[config.mk]
export PLATFORM = sky130hd
export DESIGN_NAME = ccff_chain_loader_flat
export DESIGN_NICKNAME = d
export VERILOG_FILES = /design/src/rtl/ccff_chain_loader_if.sv /design/src/rtl/ccff_chain_loader.sv /design/src/flat_wrapper.sv
export SDC_FILE = /design/constraint.sdc
export NUM_CORES = 1
export LEC_CHECK = 0
export BUFFER_PORTS_ARGS = -buffer_cell sky130_fd_sc_hd__buf_2
export CAP_MARGIN = 5
export CORE_MARGIN = 2
export CORE_UTILIZATION = 36
export CTS_CLUSTER_SIZE = 8
export DETAILED_ROUTE_END_ITERATION = 12
export PLACE_DENSITY = 0.62
export SLEW_MARGIN = 20
export SYNTH_ARGS = -nofsm -noshare
export SYNTH_HDL_FRONTEND = slang
export SYNTH_SLANG_ARGS = --single-unit
[constraint.sdc]
create_clock -name prog_clk -period 5.5 [get_ports prog_clk]
set_input_delay 1.1 -clock prog_clk [delete_from_list [all_inputs] [get_ports prog_clk]]
set_output_delay 1.1 -clock prog_clk [all_outputs]
set_load 0.005 [all_outputs]
[src/rtl/ccff_chain_loader_if.sv]
// rtl/ccff_chain_loader_if.sv - bitstream word handshake between host and chain loader
interface ccff_chain_loader_if #(
    parameter int WORD_W = 8
);
    logic [WORD_W-1:0] cfg_data;
    logic              cfg_valid;
    logic              cfg_ready;

    modport master (
        output cfg_data,
        output cfg_valid,
        input  cfg_ready
    );

    modport slave (
        input  cfg_data,
        input  cfg_valid,
        output cfg_ready
    );
endinterface

[src/rtl/ccff_chain_loader.sv]
// rtl/ccff_chain_loader.sv - serializes bitstream words onto a ccff scan chain with optional verify pass
module ccff_chain_loader #(
    parameter int CHAIN_LEN = 29,
    parameter int WORD_W    = 8
) (
    input  logic                 prog_clk,
    input  logic                 reset,
    input  logic                 start,
    input  logic                 verify,
    input  logic                 abort,
    ccff_chain_loader_if.slave   cfg,
    output logic                 ccff_head,
    input  logic                 ccff_tail,
    output logic                 ccff_shift_en,
    output logic                 busy,
    output logic                 done,
    output logic                 err,
    output logic [7:0]           err_count
);

    // Pass counter must reach CHAIN_LEN; word counter must reach WORD_W.
    localparam int CW = $clog2(CHAIN_LEN + 1);
    localparam int WB = $clog2(WORD_W + 1);

    typedef enum logic [1:0] {
        ST_IDLE,
        ST_FETCH,
        ST_SHIFT,
        ST_DONE
    } state_t;

    state_t              state_q, state_d;
    logic [WORD_W-1:0]   buf_q, buf_d;
    logic [CW-1:0]       pass_bits_q, pass_bits_d;
    logic [WB-1:0]       word_bits_q, word_bits_d;
    logic [WB-1:0]       nbits_q, nbits_d;
    logic                pass_q, pass_d;
    logic                verify_q, verify_d;
    logic                cfg_ready_q, cfg_ready_d;
    logic                ccff_head_q, ccff_head_d;
    logic                ccff_shift_en_q, ccff_shift_en_d;
    logic                busy_q, busy_d;
    logic                done_q, done_d;
    logic                err_q, err_d;
    logic [7:0]          err_count_q, err_count_d;
    logic [CW-1:0]       remaining;

    // State and registered outputs; everything returns to idle on reset.
    always_ff @(posedge prog_clk or negedge reset) begin
        if (!reset) begin
            state_q         <= ST_IDLE;
            buf_q           <= '0;
            pass_bits_q     <= '0;
            word_bits_q     <= '0;
            nbits_q         <= '0;
            pass_q          <= 1'b0;
            verify_q        <= 1'b0;
            cfg_ready_q     <= 1'b0;
            ccff_head_q     <= 1'b0;
            ccff_shift_en_q <= 1'b0;
            busy_q          <= 1'b0;
            done_q          <= 1'b0;
            err_q           <= 1'b0;
            err_count_q     <= '0;
        end else begin
            state_q         <= state_d;
            buf_q           <= buf_d;
            pass_bits_q     <= pass_bits_d;
            word_bits_q     <= word_bits_d;
            nbits_q         <= nbits_d;
            pass_q          <= pass_d;
            verify_q        <= verify_d;
            cfg_ready_q     <= cfg_ready_d;
            ccff_head_q     <= ccff_head_d;
            ccff_shift_en_q <= ccff_shift_en_d;
            busy_q          <= busy_d;
            done_q          <= done_d;
            err_q           <= err_d;
            err_count_q     <= err_count_d;
        end
    end

    // Next state; outputs are computed for the state being entered so they register cleanly.
    always_comb begin
        state_d         = state_q;
        buf_d           = buf_q;
        pass_bits_d     = pass_bits_q;
        word_bits_d     = word_bits_q;
        nbits_d         = nbits_q;
        pass_d          = pass_q;
        verify_d        = verify_q;
        cfg_ready_d     = 1'b0;
        ccff_head_d     = 1'b0;
        ccff_shift_en_d = 1'b0;
        done_d          = done_q;
        err_d           = err_q;
        err_count_d     = err_count_q;
        remaining       = CW'(CHAIN_LEN) - pass_bits_q;

        case (state_q)
            ST_IDLE, ST_DONE: begin
                if (start) begin
                    verify_d    = verify;
                    done_d      = 1'b0;
                    err_d       = 1'b0;
                    err_count_d = '0;
                    pass_bits_d = '0;
                    word_bits_d = '0;
                    pass_d      = 1'b0;
                    state_d     = ST_FETCH;
                    cfg_ready_d = 1'b1;
                end
            end

            ST_FETCH: begin
                if (cfg.cfg_valid && cfg_ready_q) begin
                    buf_d           = cfg.cfg_data;
                    word_bits_d     = '0;
                    // The last word of a pass only contributes the bits still missing.
                    if (32'(remaining) < WORD_W) begin
                        nbits_d = WB'(remaining);
                    end else begin
                        nbits_d = WB'(WORD_W);
                    end
                    ccff_head_d     = cfg.cfg_data[0];
                    ccff_shift_en_d = 1'b1;
                    state_d         = ST_SHIFT;
                end else begin
                    cfg_ready_d = 1'b1;
                end
            end

            ST_SHIFT: begin
                // The tail shows the bit shifted CHAIN_LEN enables ago, i.e. the pass-0 copy.
                if (pass_q && (ccff_tail != ccff_head_q)) begin
                    err_d = 1'b1;
                    if (err_count_q != 8'hFF) begin
                        err_count_d = err_count_q + 8'd1;
                    end
                end
                buf_d       = buf_q >> 1;
                word_bits_d = word_bits_q + WB'(1);
                pass_bits_d = pass_bits_q + CW'(1);
                if ((word_bits_q + WB'(1)) < nbits_q) begin
                    ccff_head_d     = buf_q[1];
                    ccff_shift_en_d = 1'b1;
                end else if ((pass_bits_q + CW'(1)) < CW'(CHAIN_LEN)) begin
                    state_d     = ST_FETCH;
                    cfg_ready_d = 1'b1;
                end else if (!pass_q && verify_q) begin
                    pass_d      = 1'b1;
                    pass_bits_d = '0;
                    state_d     = ST_FETCH;
                    cfg_ready_d = 1'b1;
                end else begin
                    state_d = ST_DONE;
                    done_d  = 1'b1;
                end
            end

            default: begin
                state_d = ST_IDLE;
            end
        endcase

        // Abort wins over everything, leaving the error record untouched.
        if (abort) begin
            state_d         = ST_IDLE;
            cfg_ready_d     = 1'b0;
            ccff_shift_en_d = 1'b0;
            ccff_head_d     = 1'b0;
            done_d          = 1'b0;
            verify_d        = verify_q;
            err_d           = err_q;
            err_count_d     = err_count_q;
        end

        busy_d = (state_d == ST_FETCH) || (state_d == ST_SHIFT);
    end

    assign cfg.cfg_ready  = cfg_ready_q;
    assign ccff_head      = ccff_head_q;
    assign ccff_shift_en  = ccff_shift_en_q;
    assign busy           = busy_q;
    assign done           = done_q;
    assign err            = err_q;
    assign err_count      = err_count_q;

endmodule

[src/flat_wrapper.sv]
// flat-port wrapper written by rule: the top's interface ports become plain ports
module ccff_chain_loader_flat 
#(
    parameter int CHAIN_LEN = 29,
    parameter int WORD_W    = 8
)
  (prog_clk, reset, start, verify, abort, ccff_head, ccff_tail, ccff_shift_en, busy, done, err, err_count, cfg_cfg_data, cfg_cfg_valid, cfg_cfg_ready);
  ccff_chain_loader_if #(.WORD_W(WORD_W)) cfg_i ();
  input  logic prog_clk;
  input  logic reset;
  input  logic start;
  input  logic verify;
  input  logic abort;
  output logic ccff_head;
  input  logic ccff_tail;
  output logic ccff_shift_en;
  output logic busy;
  output logic done;
  output logic err;
  output logic [7:0] err_count;
  input wire logic [$bits(cfg_i.cfg_data)-1:0] cfg_cfg_data;
  input wire logic [$bits(cfg_i.cfg_valid)-1:0] cfg_cfg_valid;
  output wire logic [$bits(cfg_i.cfg_ready)-1:0] cfg_cfg_ready;
  assign cfg_i.cfg_data = cfg_cfg_data;
  assign cfg_i.cfg_valid = cfg_cfg_valid;
  assign cfg_cfg_ready = cfg_i.cfg_ready;
  ccff_chain_loader #(.CHAIN_LEN(CHAIN_LEN), .WORD_W(WORD_W)) u_core (.prog_clk(prog_clk), .reset(reset), .start(start), .verify(verify), .abort(abort), .cfg(cfg_i), .ccff_head(ccff_head), .ccff_tail(ccff_tail), .ccff_shift_en(ccff_shift_en), .busy(busy), .done(done), .err(err), .err_count(err_count));
endmodule
After elaboration in Yosys (flattened, before gate mapping):

Cells that the tools add are included.

* bits of input ports: 15
* flip-flop bits (word level): 39

* $add $sub $neg: 4
* equality and inequality tests: 18
* order comparisons: 3
* muxes and demuxes: 49
* reductions and logical operators: 19
* bitwise gates (word level): 1

Operator list (count)
* 2-to-1 mux 8 bit: 4
* one-hot mux 8 bit (2 select lines): 2
* 2-to-1 mux 1 bit: 21
* 2-to-1 mux 5 bit: 4
* AND reduction 5 bit: 3
* 2-to-1 mux 2 bit: 6
* 2-to-1 mux 4 bit: 3
* inequality test 3 bit, second input constant: 4
* one-hot mux 4 bit (3 select lines): 1
* one-hot mux 1 bit (2 select lines): 5
* one-hot mux 5 bit (2 select lines): 1
* adder 8 x 1 -> 8 bit, second input constant: 1
* inequality test 2 x 1 -> 1 bit, second input constant: 4
* inequality test 8 bit, second input constant: 1
* AND reduction 2 bit: 4
* == test 2 bit, second input constant: 3
* inequality test 2 bit, second input constant: 3
* one-hot mux 2 bit (3 select lines): 1
* adder 5 x 1 -> 5 bit, second input constant: 1
* < comparator 5 x 4 -> 1 bit, second input constant: 1
* < comparator 5 bit, second input constant: 1
* subtractor 5 bit, first input constant: 1
* adder 4 x 1 -> 4 bit, second input constant: 1
* == test 2 x 1 -> 1 bit, second input constant: 2
* other kinds (13): 16

Longest topological paths before layout:

* depth in word-level cells: 9
* depth in mapped cells: 9

Worst setup path before layout:

Ideal clock, no wire load.

* kind: input port to flip-flop
* start: input abort
* end: register u_core.err_count_q[6] (netlist: u_core.err_count[6])
* path buffers: 3
* data arrival time: 2.522 ns
* stages: 6
* slack: 2.857 ns
* required time: 5.378 ns
* path through: clkbuf_1 or4b_1 buf_2 or2_1 buf_2 a32o_1

* longest elaborated chain between the ends: 2

Ends and longest elaborated chain
* from (decl): RTL line flat_wrapper.sv:13 `input logic abort;`
* inverter 1 bit (no source line)
* AND reduction 5 bit (no source line)
* to (signal assigned): RTL line ccff_chain_loader.sv:79 `err_count_q <= err_count_d;`
* to (decl): RTL line ccff_chain_loader.sv:45 `logic [7:0] err_count_q, err_count_d;`

No other way between the ends.
A chain may end at the register's enable or synchronous reset.

Worst setup path in the final report:

* start: register u_core.state_q[0]
* end: register u_core.err_count_q[6] (netlist: u_core.err_count[6])

* longest elaborated chain between the ends: 4
* elaborated cells on any way between the ends: 10
* classes of those cells: 5 x eq/ne; 1 x mux; 4 x reduce/logical

Ends and longest elaborated chain
* from (decl): RTL line ccff_chain_loader.sv:32 `state_t state_q, state_d;`
* from (signal assigned): RTL line ccff_chain_loader.sv:66 `state_q <= state_d;`
* == test 2 bit or logical NOT 2 bit (tied branches): RTL line ccff_chain_loader.sv:100 `case (state_q)`
* OR reduction 2 bit: RTL line ccff_chain_loader.sv:100
* inequality test 2 bit (no source line) or nonzero test 2 bit (tied branches)
* AND reduction 5 bit (no source line)

Several ways; a longest one is shown, not always the timed one.

==> flow_metrics.tcl <==
set metrics [dict create \
    die_y_microns 80.57 \
    fin_crit_sh_pct 57.49 \
    globalplace.congestion 0.7916 \
    synth-edff-count 0 \
    setup_violations 0 \
    grt_pass1_vias 1633 \
    path_clk_slew_ps 70 \
    fmax_mhz 316.3 \
    area_growth_pct 12.74 \
    io_buffers 28 \
    report.final.hold_viol_count 0 \
    ioPinCount 29 \
    worstPathMaxFanout 23 \
    endpoint_kind "flip-flop" \
    synth_area_sq_mm 0.002111 \
    postCtsSetupRepairBufs 0 \
    cpLargestDelayFamily "simple AND/OR/NAND/NOR gates" \
    antenna_cells_inserted 0 \
    cts_resized 0 \
    crit_path_max_incr_delay_ps 800 \
    netlist_instances 227 \
    crit_chain "inv_1 -> ha_1 -> mux2i_1 -> or4b_1 -> or2_1 -> a32o_1" \
    drc_errors 0 \
    yosysTopAreaCellShare_pct 45.05 \
    antenna_found_initial 0 \
    placed_cells 318 \
    tightest_slew_ps 971.7 \
    ir_drop_mv 0.1291 \
    crit_required_ps 5680 \
    finalClockSkew_ps 3.854 \
    hold_buffers 0 \
    routed_wl_mm 4.261 \
    path_buf_inv 1 \
    clk_root_buffer_cell "clkbuf_8" \
    drtAntennaViolNets 0 \
    grt_overflow_total 0 \
    wl_per_cell_microns 13.11 \
    grt_pass1_wl_mm 7.383 \
    cp_slowest_cell "ha_1" \
    dr_total_vias 1647 \
    cts.sinks 38 \
    drv_slew 0 \
    multi_input_area_sq_mm 0.001077 \
    synth_most_common_cell "dfrtp_1" \
    via_per_inst 5.068 \
    synth_area_leaders "dfrtp_1, ha_1, nand2_1" \
    postSynth.asyncResetShare_pct 100.0 \
    ys.flop_type "dfrtp_1" \
    ys_seq_area_share_pct 45.05 \
    dieArea_sq_mm 0.006492 \
    fin_tns_setup_ps 0 \
    synth.distinct_cells 49 \
    instances_no_fill 325 \
    rsz0062_at_grt "false" \
    avgSynthCellArea_sq_um 9.299 \
    dp_hpwl_mm 3.142 \
    maxCapViolCount 0 \
    hp-class "flip-flop to flip-flop" \
    fin_nets 278 \
    firstDrtPassIters 6 \
    start_kind "flip-flop" \
    start_util_pct 37.87 \
    cts_tree "built" \
    grt_max_degree 39 \
    syn_nets 252 \
    min_period_ps 3162 \
    ys_warn_count 0 \
    yosys.area.top_type "dfrtp_1" \
    grtUsageTotal_pct 14.66 \
    leakagePower_uw 0.001084 \
    fill_cells 553 \
    drive_gt1_share_pct 16.60 \
    clockBufferDepth 2 \
    status "finished clean" \
    relSlewSlack_pct 35.22 \
    die_x_microns 80.57 \
    numCtsBuffers 5 \
    ys_ff_latch 38 \
    rows 27 \
    worstPathArrival_ps 3340 \
    path_class "flip-flop to flip-flop" \
    drtIter0Drc 61 \
    ys_top_cells_by_count "dfrtp_1, nand2_1, nor2_1" \
    core_region_area_sq_mm 0.005574 \
    powerDensity_mw_per_mm2 251.7 \
    htree_levels 2 \
    ff_latch_area_sq_um 950.9 \
    clock_latency_ps 290 \
]
==> kinds of logic after synthesis <==
group	Yosys count	share of synthesized area, %
AND/OR/NAND/NOR	87	20.57
adder cells (fa/ha/maj)	10	5.928
flip-flops	38	45.05
buffers and inverters	21	3.912
multiplexers	10	4.920
AO/OA/AOI/OAI	53	16.30
XOR/XNOR	8	3.320
==> path summary, 6_finish.rpt <==
| kind | from | to | slack, ps | cells past startpoint |
|---|---|---|---|---|
| setup / recovery | u_core.state_q[0] | u_core.err_count[6] | 2340 | 6 |
| hold / removal | u_core.nbits_q[0] | u_core.nbits_q[0] | 500 | 2 |
| setup reg to reg | u_core.state_q[0] | u_core.err_count[6] | 2340 | 6 |
| hold reg to reg | u_core.nbits_q[0] | u_core.nbits_q[0] | 500 | 2 |
| max in group asynchronous | reset | u_core.ccff_head | 4040 | 1 |
| min in group asynchronous | reset | u_core.pass_bits_q[2] | 920 | 1 |
==> metrics by stage <==
stage / instance area [sq um] / power (uW) / util [%] / hold WS (ps) / worst slack (ps)
2_1_floorplan: 2111 / 394.6 / - / 450.6 / 2857
3_5_place_dp: 2303 / 425.7 / 41.32 / 487.2 / 2400
4_1_cts: 2380 / 606.4 / 42.69 / 504.0 / 2379
3_3_place_gp: 2303 / 421.2 / 41.32 / 477.2 / 2431
6_report: 2380 / 599.0 / 42.69 / 499.7 / 2338
5_1_grt: 2380 / 634.0 / 42.69 / 526.1 / 2158
==> flip-flops by register name, summed over array words and instances (netlist names), 2 cells and up <==
register and count:
u_core.state_q 2, u_core.buf_q 7, u_core.pass_bits_q 5, u_core.word_bits_q 4, u_core.nbits_q 4, u_core.err_count 8
==> cell usage in the layout (no fill, tap or decap), types with 2 or more instances in the layout <==
master,synthesis,layout
o22ai_1,2,2
nor2b_1,5,5
nand2_1,23,23
o21ai_1,3,4
clkbuf_1,5,2
nor3b_1,3,3
ha_1,10,10
a21oi_1,13,13
a22o_1,2,2
clkbuf_8,0,5
nand2b_1,5,5
inv_1,12,12
o21ai_0,14,13
mux2i_1,7,7
a211oi_1,2,2
a21o_1,3,3
nor3_1,9,9
dfrtp_1,38,38
buf_2,3,28
or2_2,3,3
mux2_2,3,3
nand3_1,7,7
nor2_1,22,22
xnor2_1,7,7
==> per-layer routing <==
metal | part of all wire (%) | wire [microns] | track usage [%] | up-vias
met5 | 0 | 0 | 0 | -
met4 | 1.4 | 58 | 6.102 | 0
met3 | 3.0 | 129 | 3.146 | 4
met2 | 45 | 1919 | 23.17 | 28
met1 | 51 | 2154 | 19.41 | 772
li1 | - | - | - | 843
==> area by class of cell <==
class / count / area share, %
repair buffers: 28 / 5.889
inverters: 12 / 1.893
multi-input cells: 168 / 45.27
well taps: 72 / 3.785
flip-flops and latches: 38 / 39.96
clock buffers: 7 / 3.207
==> tightest hold or removal path, delay by kind of cell, from the launching register on <==
kind	cells	cell delay, ps
compound gates	1	60
flops	1	350
simple gates	1	50
==> power breakdown <==
part	switching (uW)	leakage [uW]	internal, uW
sequential	17.5	0.000499	312
clock	92.8	0.0000383	87.3
combinational	50.7	0.000547	38.8
Power figures use the tool's default switching activity.
